### src/rtl/baseline_validate.sv
// rtl/baseline_validate.sv - in-order prediction validation queue between value predictor and its feedback port
//
// Holds predictions (pc, result, confidence) in program order until commit, then
// compares the stored result against the architectural value and reports it back.
//
// Ports:
//   clk_i, rst_i         clock (rising edge), asynchronous active-high reset
//   pred_*_i             per-lane prediction enqueue (lane 0 oldest), qualified by pred_valid_i
//   cm_actual_i          per-lane architectural result, qualified by cm_valid_i
//   flush_i              synchronous flush: empties the queue, drops this cycle's traffic
//   fb_*_o               registered per-lane feedback (one cycle after commit)
//   count_o              occupied entries; empty_o / full_o derived from it
//   overflow_o           sticky: an enqueue batch was dropped for lack of space
//   underflow_o          sticky: a commit batch asked for more entries than were held
module baseline_validate #(
    parameter int P_NUM_PRED    = 2,
    parameter int P_QUEUE_DEPTH = 16,
    localparam int P_PTR_WIDTH  = $clog2(P_QUEUE_DEPTH)
) (
    input  logic                       clk_i,
    input  logic                       rst_i,
    input  logic [P_NUM_PRED*32-1:0]   pred_pc_i,
    input  logic [P_NUM_PRED*32-1:0]   pred_result_i,
    input  logic [P_NUM_PRED-1:0]      pred_conf_i,
    input  logic [P_NUM_PRED-1:0]      pred_valid_i,
    input  logic [P_NUM_PRED*32-1:0]   cm_actual_i,
    input  logic [P_NUM_PRED-1:0]      cm_valid_i,
    input  logic                       flush_i,
    output logic [P_NUM_PRED*32-1:0]   fb_pc_o,
    output logic [P_NUM_PRED*32-1:0]   fb_actual_o,
    output logic [P_NUM_PRED-1:0]      fb_mispredict_o,
    output logic [P_NUM_PRED-1:0]      fb_conf_o,
    output logic [P_NUM_PRED-1:0]      fb_valid_o,
    output logic [P_PTR_WIDTH:0]       count_o,
    output logic                       empty_o,
    output logic                       full_o,
    output logic                       overflow_o,
    output logic                       underflow_o
);

    // Two spare bits so count - n_deq + n_enq can exceed the depth without wrapping.
    localparam int CW = P_PTR_WIDTH + 2;
    localparam logic [CW-1:0]          DEPTH_C = CW'(P_QUEUE_DEPTH);
    localparam logic [CW-1:0]          ONE_C   = CW'(1);
    localparam logic [P_PTR_WIDTH-1:0] PONE_C  = P_PTR_WIDTH'(1);
    localparam logic [P_PTR_WIDTH:0]   FULL_C  = (P_PTR_WIDTH+1)'(P_QUEUE_DEPTH);

    logic [31:0] mem_pc_q  [P_QUEUE_DEPTH];
    logic [31:0] mem_res_q [P_QUEUE_DEPTH];
    logic        mem_conf_q[P_QUEUE_DEPTH];

    logic [P_PTR_WIDTH-1:0] head_q, head_d, tail_q, tail_d;
    logic [P_PTR_WIDTH:0]   count_q, count_d;
    logic                   empty_q, full_q, ovf_q, ovf_d, udf_q, udf_d;

    logic [P_NUM_PRED*32-1:0] fb_pc_q, fb_pc_d, fb_actual_q, fb_actual_d;
    logic [P_NUM_PRED-1:0]    fb_mis_q, fb_mis_d, fb_conf_q, fb_conf_d, fb_valid_q, fb_valid_d;

    logic [CW-1:0]          n_enq, n_deq, n_deq_acc, after_deq, sum_w;
    logic [P_PTR_WIDTH-1:0] enq_run, deq_run;
    logic [P_PTR_WIDTH-1:0] wr_idx[P_NUM_PRED];
    logic [P_PTR_WIDTH-1:0] rd_idx[P_NUM_PRED];
    logic [P_NUM_PRED-1:0]  wr_en;
    logic                   underflow_det, overflow_det;

    always_comb begin
        n_enq   = '0;
        n_deq   = '0;
        enq_run = '0;
        deq_run = '0;
        // Compaction: each valid lane takes the next slot after the valid lanes below it.
        for (int j = 0; j < P_NUM_PRED; j++) begin
            wr_idx[j] = tail_q + enq_run;
            rd_idx[j] = head_q + deq_run;
            if (pred_valid_i[j]) begin
                n_enq   = n_enq + ONE_C;
                enq_run = enq_run + PONE_C;
            end
            if (cm_valid_i[j]) begin
                n_deq   = n_deq + ONE_C;
                deq_run = deq_run + PONE_C;
            end
        end

        underflow_det = n_deq > {1'b0, count_q};
        n_deq_acc     = underflow_det ? '0 : n_deq;
        after_deq     = {1'b0, count_q} - n_deq_acc;
        // Space freed by this cycle's accepted commits is usable by this cycle's enqueues.
        sum_w         = after_deq + n_enq;
        overflow_det  = sum_w > DEPTH_C;

        head_d      = head_q;
        tail_d      = tail_q;
        count_d     = count_q;
        ovf_d       = ovf_q;
        udf_d       = udf_q;
        wr_en       = '0;
        fb_pc_d     = '0;
        fb_actual_d = '0;
        fb_mis_d    = '0;
        fb_conf_d   = '0;
        fb_valid_d  = '0;

        if (flush_i) begin
            head_d  = '0;
            tail_d  = '0;
            count_d = '0;
        end else begin
            udf_d  = udf_q | underflow_det;
            ovf_d  = ovf_q | overflow_det;
            head_d = head_q + n_deq_acc[P_PTR_WIDTH-1:0];
            if (overflow_det) begin
                count_d = after_deq[P_PTR_WIDTH:0];
            end else begin
                tail_d  = tail_q + n_enq[P_PTR_WIDTH-1:0];
                count_d = sum_w[P_PTR_WIDTH:0];
                wr_en   = pred_valid_i;
            end
            for (int j = 0; j < P_NUM_PRED; j++) begin
                if (cm_valid_i[j] && !underflow_det) begin
                    fb_valid_d[j]          = 1'b1;
                    fb_pc_d[j*32 +: 32]    = mem_pc_q[rd_idx[j]];
                    fb_actual_d[j*32 +: 32] = cm_actual_i[j*32 +: 32];
                    fb_mis_d[j]            = mem_res_q[rd_idx[j]] != cm_actual_i[j*32 +: 32];
                    fb_conf_d[j]           = mem_conf_q[rd_idx[j]];
                end
            end
        end
    end

    // Entry storage carries no reset; occupancy alone decides what is live.
    always_ff @(posedge clk_i) begin
        for (int j = 0; j < P_NUM_PRED; j++) begin
            if (wr_en[j]) begin
                mem_pc_q[wr_idx[j]]   <= pred_pc_i[j*32 +: 32];
                mem_res_q[wr_idx[j]]  <= pred_result_i[j*32 +: 32];
                mem_conf_q[wr_idx[j]] <= pred_conf_i[j];
            end
        end
    end

    always_ff @(posedge clk_i or posedge rst_i) begin
        if (rst_i) begin
            head_q      <= '0;
            tail_q      <= '0;
            count_q     <= '0;
            empty_q     <= 1'b1;
            full_q      <= 1'b0;
            ovf_q       <= 1'b0;
            udf_q       <= 1'b0;
            fb_pc_q     <= '0;
            fb_actual_q <= '0;
            fb_mis_q    <= '0;
            fb_conf_q   <= '0;
            fb_valid_q  <= '0;
        end else begin
            head_q      <= head_d;
            tail_q      <= tail_d;
            count_q     <= count_d;
            empty_q     <= count_d == '0;
            full_q      <= count_d == FULL_C;
            ovf_q       <= ovf_d;
            udf_q       <= udf_d;
            fb_pc_q     <= fb_pc_d;
            fb_actual_q <= fb_actual_d;
            fb_mis_q    <= fb_mis_d;
            fb_conf_q   <= fb_conf_d;
            fb_valid_q  <= fb_valid_d;
        end
    end

    assign fb_pc_o         = fb_pc_q;
    assign fb_actual_o     = fb_actual_q;
    assign fb_mispredict_o = fb_mis_q;
    assign fb_conf_o       = fb_conf_q;
    assign fb_valid_o      = fb_valid_q;
    assign count_o         = count_q;
    assign empty_o         = empty_q;
    assign full_o          = full_q;
    assign overflow_o      = ovf_q;
    assign underflow_o     = udf_q;

endmodule

### config.mk
export PLATFORM = sky130hd
export DESIGN_NAME = baseline_validate
export DESIGN_NICKNAME = d
export VERILOG_FILES = /design/src/rtl/baseline_validate.sv
export SDC_FILE = /design/constraint.sdc
export NUM_CORES = 2
export LEC_CHECK = 0
export BUFFER_PORTS_ARGS = -buffer_cell sky130_fd_sc_hd__buf_2
export CAP_MARGIN = 15
export CORE_UTILIZATION = 60
export CTS_CLUSTER_DIAMETER = 50
export DETAILED_ROUTE_END_ITERATION = 12
export PLACE_DENSITY = 0.76
export SYNTH_ARGS = -nofsm -noshare
export SYNTH_HDL_FRONTEND = slang
export SYNTH_SLANG_ARGS = --single-unit
export TNS_END_PERCENT = 10
### constraint.sdc
create_clock -name clk_i -period 11.16 [get_ports clk_i]
set_clock_uncertainty 0.1 [all_clocks]
set_input_delay 2.232 -clock clk_i [delete_from_list [all_inputs] [get_ports clk_i]]
set_output_delay 2.232 -clock clk_i [all_outputs]
set_load 0.02 [all_outputs]
==> flow_summary.json <==
{
  "status": "completed",
  "switching_power_mw": 5.37,
  "cts_resized": 0,
  "grt-ovfl-total": 0,
  "worst-r2r-setup-slack_ps": 3930,
  "postRouteWirelength_mm": 195,
  "synth.cell_area_sq_um": 66700,
  "p_int_mw": 10.8,
  "die_area_sq_um": 113000,
  "period_share_pct": 76.7,
  "hold_violations": 0,
  "h-tree-depth": 4,
  "p_sw_share_pct": 33.2,
  "vias_per_cell": 7.07,
  "ys_seq_elements": 1191,
  "synth_fp_nets": 4164,
  "grt_use_total_pct": 35.0,
  "synthCells": 3943,
  "fillerInstances": 7488,
  "die_h_um": 336,
  "worst_pin_slew_ps": 1130,
  "drc": 0,
  "setup_viol": 0,
  "avgSynthCellArea_sq_um": 16.9,
  "cellPowerDensity_nw_per_um2": 219,
  "hp-start": "overflow_o",
  "dpl.cell_count": 5408,
  "wl_per_cell_um": 34.3,
  "crit_arrival_ps": 8820,
  "relSlewSlack_pct": 24.7,
  "fp.dieW_um": 336,
  "synth-main-ff-cell": "edfxtp_1",
  "first_pass_iters": 5,
  "crit_top_cell": "ha_1",
  "io_buffer_count": 343,
  "seqPwrFrac_pct": 33.6,
  "hold_end": "overflow_o",
  "r2r_start": "count_o[1]",
  "combPwrFrac_pct": 38.0,
  "endpoint_kind": "register",
  "nets": 4295,
  "max_cap_violations": 0,
  "antenna_found_initial": 33,
  "power_frac_clock_pct": 28.3,
  "worst_r2r_endpoint": "mem_pc_q[4][31]",
  "start_util_pct": 60.9,
  "ys_types": 50,
  "cts_setup_buffers": 0,
  "peakVddDrop_mv": 0.240,
  "num_vias": 40122,
  "whs_path_depth": 1,
  "path_clk_slew_ps": 60,
  "stdcell_count": 5676,
  "cts_sinks": 1191,
  "final_antenna_net_count": 0,
  "cts_tree": "yes",
  "seqCellArea_sq_um": 35000,
  "ys_seq_area_share_pct": 52.5,
  "crit_path_max_fanout": 42,
  "crit_type": "in -> reg",
  "first_global_vias": 41366,
  "synthArstFlopShare_pct": 12.7,
  "slew_violations": 0,
  "postCtsHoldBufs": 0,
  "hold_path_class": "reg -> reg",
  "synth_edf_count": 1040,
  "yosys_warnings": 0,
  "grt_pass1_wl_mm": 282,
  "critPathMaxStageDelay_ps": 1000,
  "cp.required_ps": 11420,
  "met2_length_mm": 96.1,
  "cts_buffers": 140,
  "first_iter_violations": 4739,
  "wl_met3_mm": 18.7,
  "worstSkewPairLatency_ps": 760,
  "clockBufferDepth": 3,
  "rows": 121,
  "wl_met1_mm": 71.9,
  "power_mw": 16.2,
  "fin_crit_ps": 8560,
  "critPathBufInv": 5,
  "rsz0062_at_grt": "no",
  "multi_input_area_sq_um": 29900,
  "top_layer": "met5",
  "routabilityCongestion": 0.879,
  "r2r_cells": 18,
  "p_leak_nw": 24.6,
  "crit_chain": "buf_2, ha_1, inv_1, ha_1, a2111oi_0, o21ai_0, and2_1, ha_1, inv_1, ha_1, inv_1, fa_1, nor2b_1, a41oi_1, o221ai_1, a21oi_2, nor3b_1, nand3b_1, o21bai_4, buf_4",
  "drive_gt1_share_pct": 51.6,
  "pin_count": 344,
  "core_sq_um": 110000,
  "crit_family": "compound AO/OA/AOI/OAI gates",
  "cp-start-kind": "input port",
  "place_hpwl_mm": 108,
  "fmax_mhz": 117,
  "grt_max_degree": 123,
  "syn_to_final_growth_pct": 10.7,
  "root_buffer": "clkbuf_16",
  "cpMaxStageDelayCell": "o21bai_4"
}
==> cell families (layout without fill, tap and decap cells) <==
| family | Yosys count | after routing | share of synthesized area (%) |
|---|---|---|---|
| AO/OA/AOI/OAI | 191 | 191 | 1.96 |
| XOR/XNOR | 76 | 76 | 1.02 |
| adder cells (fa/ha/maj) | 20 | 20 | 0.420 |
| buffers and inverters | 446 | 688 | 3.20 |
| flip-flops | 1191 | 1191 | 52.5 |
| multiplexers | 1739 | 1739 | 38.4 |
| other | 0 | 15 | 0 |
| AND/OR/NAND/NOR | 280 | 280 | 2.54 |
==> layout by cell type, fill, tap and decap left out, types with 9 or more instances in the layout <==
| cell | count |
|---|---|
| buf_2 | 343 |
| mux4_2 | 553 |
| clkinv_2 | 14 |
| mux2_1 | 117 |
| diode_2 | 15 |
| nor2b_1 | 82 |
| buf_4 | 70 |
| o21bai_4 | 14 |
| nand2_1 | 13 |
| clkbuf_1 | 36 |
| inv_6 | 9 |
| a211oi_1 | 108 |
| clkinvlp_4 | 9 |
| clkbuf_16 | 148 |
| mux2_2 | 923 |
| mux2i_1 | 146 |
| ha_1 | 14 |
| nor2_1 | 22 |
| nand4_1 | 12 |
| inv_1 | 13 |
| edfxtp_1 | 1040 |
| a21oi_1 | 48 |
| clkbuf_8 | 15 |
| and2_4 | 10 |
| dfrtp_1 | 146 |
| and2_1 | 98 |
| xor2_1 | 25 |
| xnor2_1 | 47 |
==> area by class of cell <==
cell class / instances / share of cell area, %
multi-input cells: 2306 / 40.5
diodes: 15 / 0.0508
well taps: 1476 / 2.50
repair buffers: 421 / 3.25
clock inverters: 54 / 0.747
clock buffers: 199 / 5.47
flip-flops and latches: 1191 / 47.4
inverters: 14 / 0.0813
==> flip-flops by register name (all words and copies together) (netlist names), 2 cells and up <==
name,flops
count_o,5
fb_actual_o,64
fb_conf_o,2
fb_mispredict_o,2
fb_pc_o,64
fb_valid_o,2
head_q,4
mem_conf_q,16
mem_pc_q,512
mem_res_q,512
tail_q,4
==> stage by stage <==
stage	TNS [ps]	cell area, sq um	worst slack [ps]	utilization (%)	hold WS, ps
CTS	0	73900	2680	67.4	373
global placement	0	69300	1970	63.2	355
global route	0	73900	2220	67.4	400
floorplan	-4260	66700	-65.6	-	462
detailed placement	0	69300	1930	63.2	359
finish	0	73900	2600	67.4	376
==> routing by layer <==
metal,GRT usage [%],vias up
met3,7.33,482
li1,-,16266
met4,14.6,32
met5,0,-
met1,45.8,21056
met2,57.3,2286
==> synthesized netlist by cell type, types with 3 or more instances <==
library cell	number	share of area (%)
a211oi_1	108	1.2
a21oi_1	48	0.36
a31oi_1	3	0.028
and2_1	106	0.99
buf_1	11	0.062
buf_2	127	0.95
buf_4	50	0.56
buf_6	15	0.25
clkbuf_1	229	1.3
dfrtp_1	150	5.6
edfxtp_1	1040	47
fa_1	4	0.12
ha_1	16	0.30
inv_1	14	0.079
mux2_1	117	2.0
mux2_2	923	16
mux2i_1	146	2.2
mux4_2	553	19
nand2_1	15	0.084
nand2b_1	5	0.047
nand3_1	6	0.045
nand4_1	12	0.11
nor2_1	22	0.12
nor2b_1	82	0.77
nor3_1	5	0.037
nor3b_1	4	0.045
nor4_1	6	0.056
nor4_2	4	0.075
o21ai_0	6	0.045
o21bai_1	15	0.17
xnor2_1	47	0.62
xor2_1	27	0.35
==> power groups by stage <==
stage	clock, mW	combinational, mW	sequential, mW
6_report	4.59	6.15	5.44
5_1_grt	4.78	6.44	5.48
4_1_cts	4.62	6.14	5.44
3_5_place_dp	0	6.11	5.53
3_3_place_gp	0	6.06	5.52
2_1_floorplan	0	4.34	5.57
==> worst max-delay path by stage <==
stage | from | end | slack (ps) | depth (start not counted)
3_3_place_gp | cm_valid_i[0] | mem_pc_q[4][19] | 1970 | 19
6_report | cm_valid_i[0] | mem_pc_q[4][31] | 2600 | 20
4_1_cts | cm_valid_i[0] | mem_pc_q[4][31] | 2680 | 19
5_1_grt | cm_valid_i[0] | mem_pc_q[4][18] | 2220 | 19
2_1_floorplan | cm_valid_i[0] | mem_conf_q[8] | -70 | 18
3_5_place_dp | cm_valid_i[0] | mem_pc_q[4][19] | 1930 | 19
(Power assumes the default switching activity.)
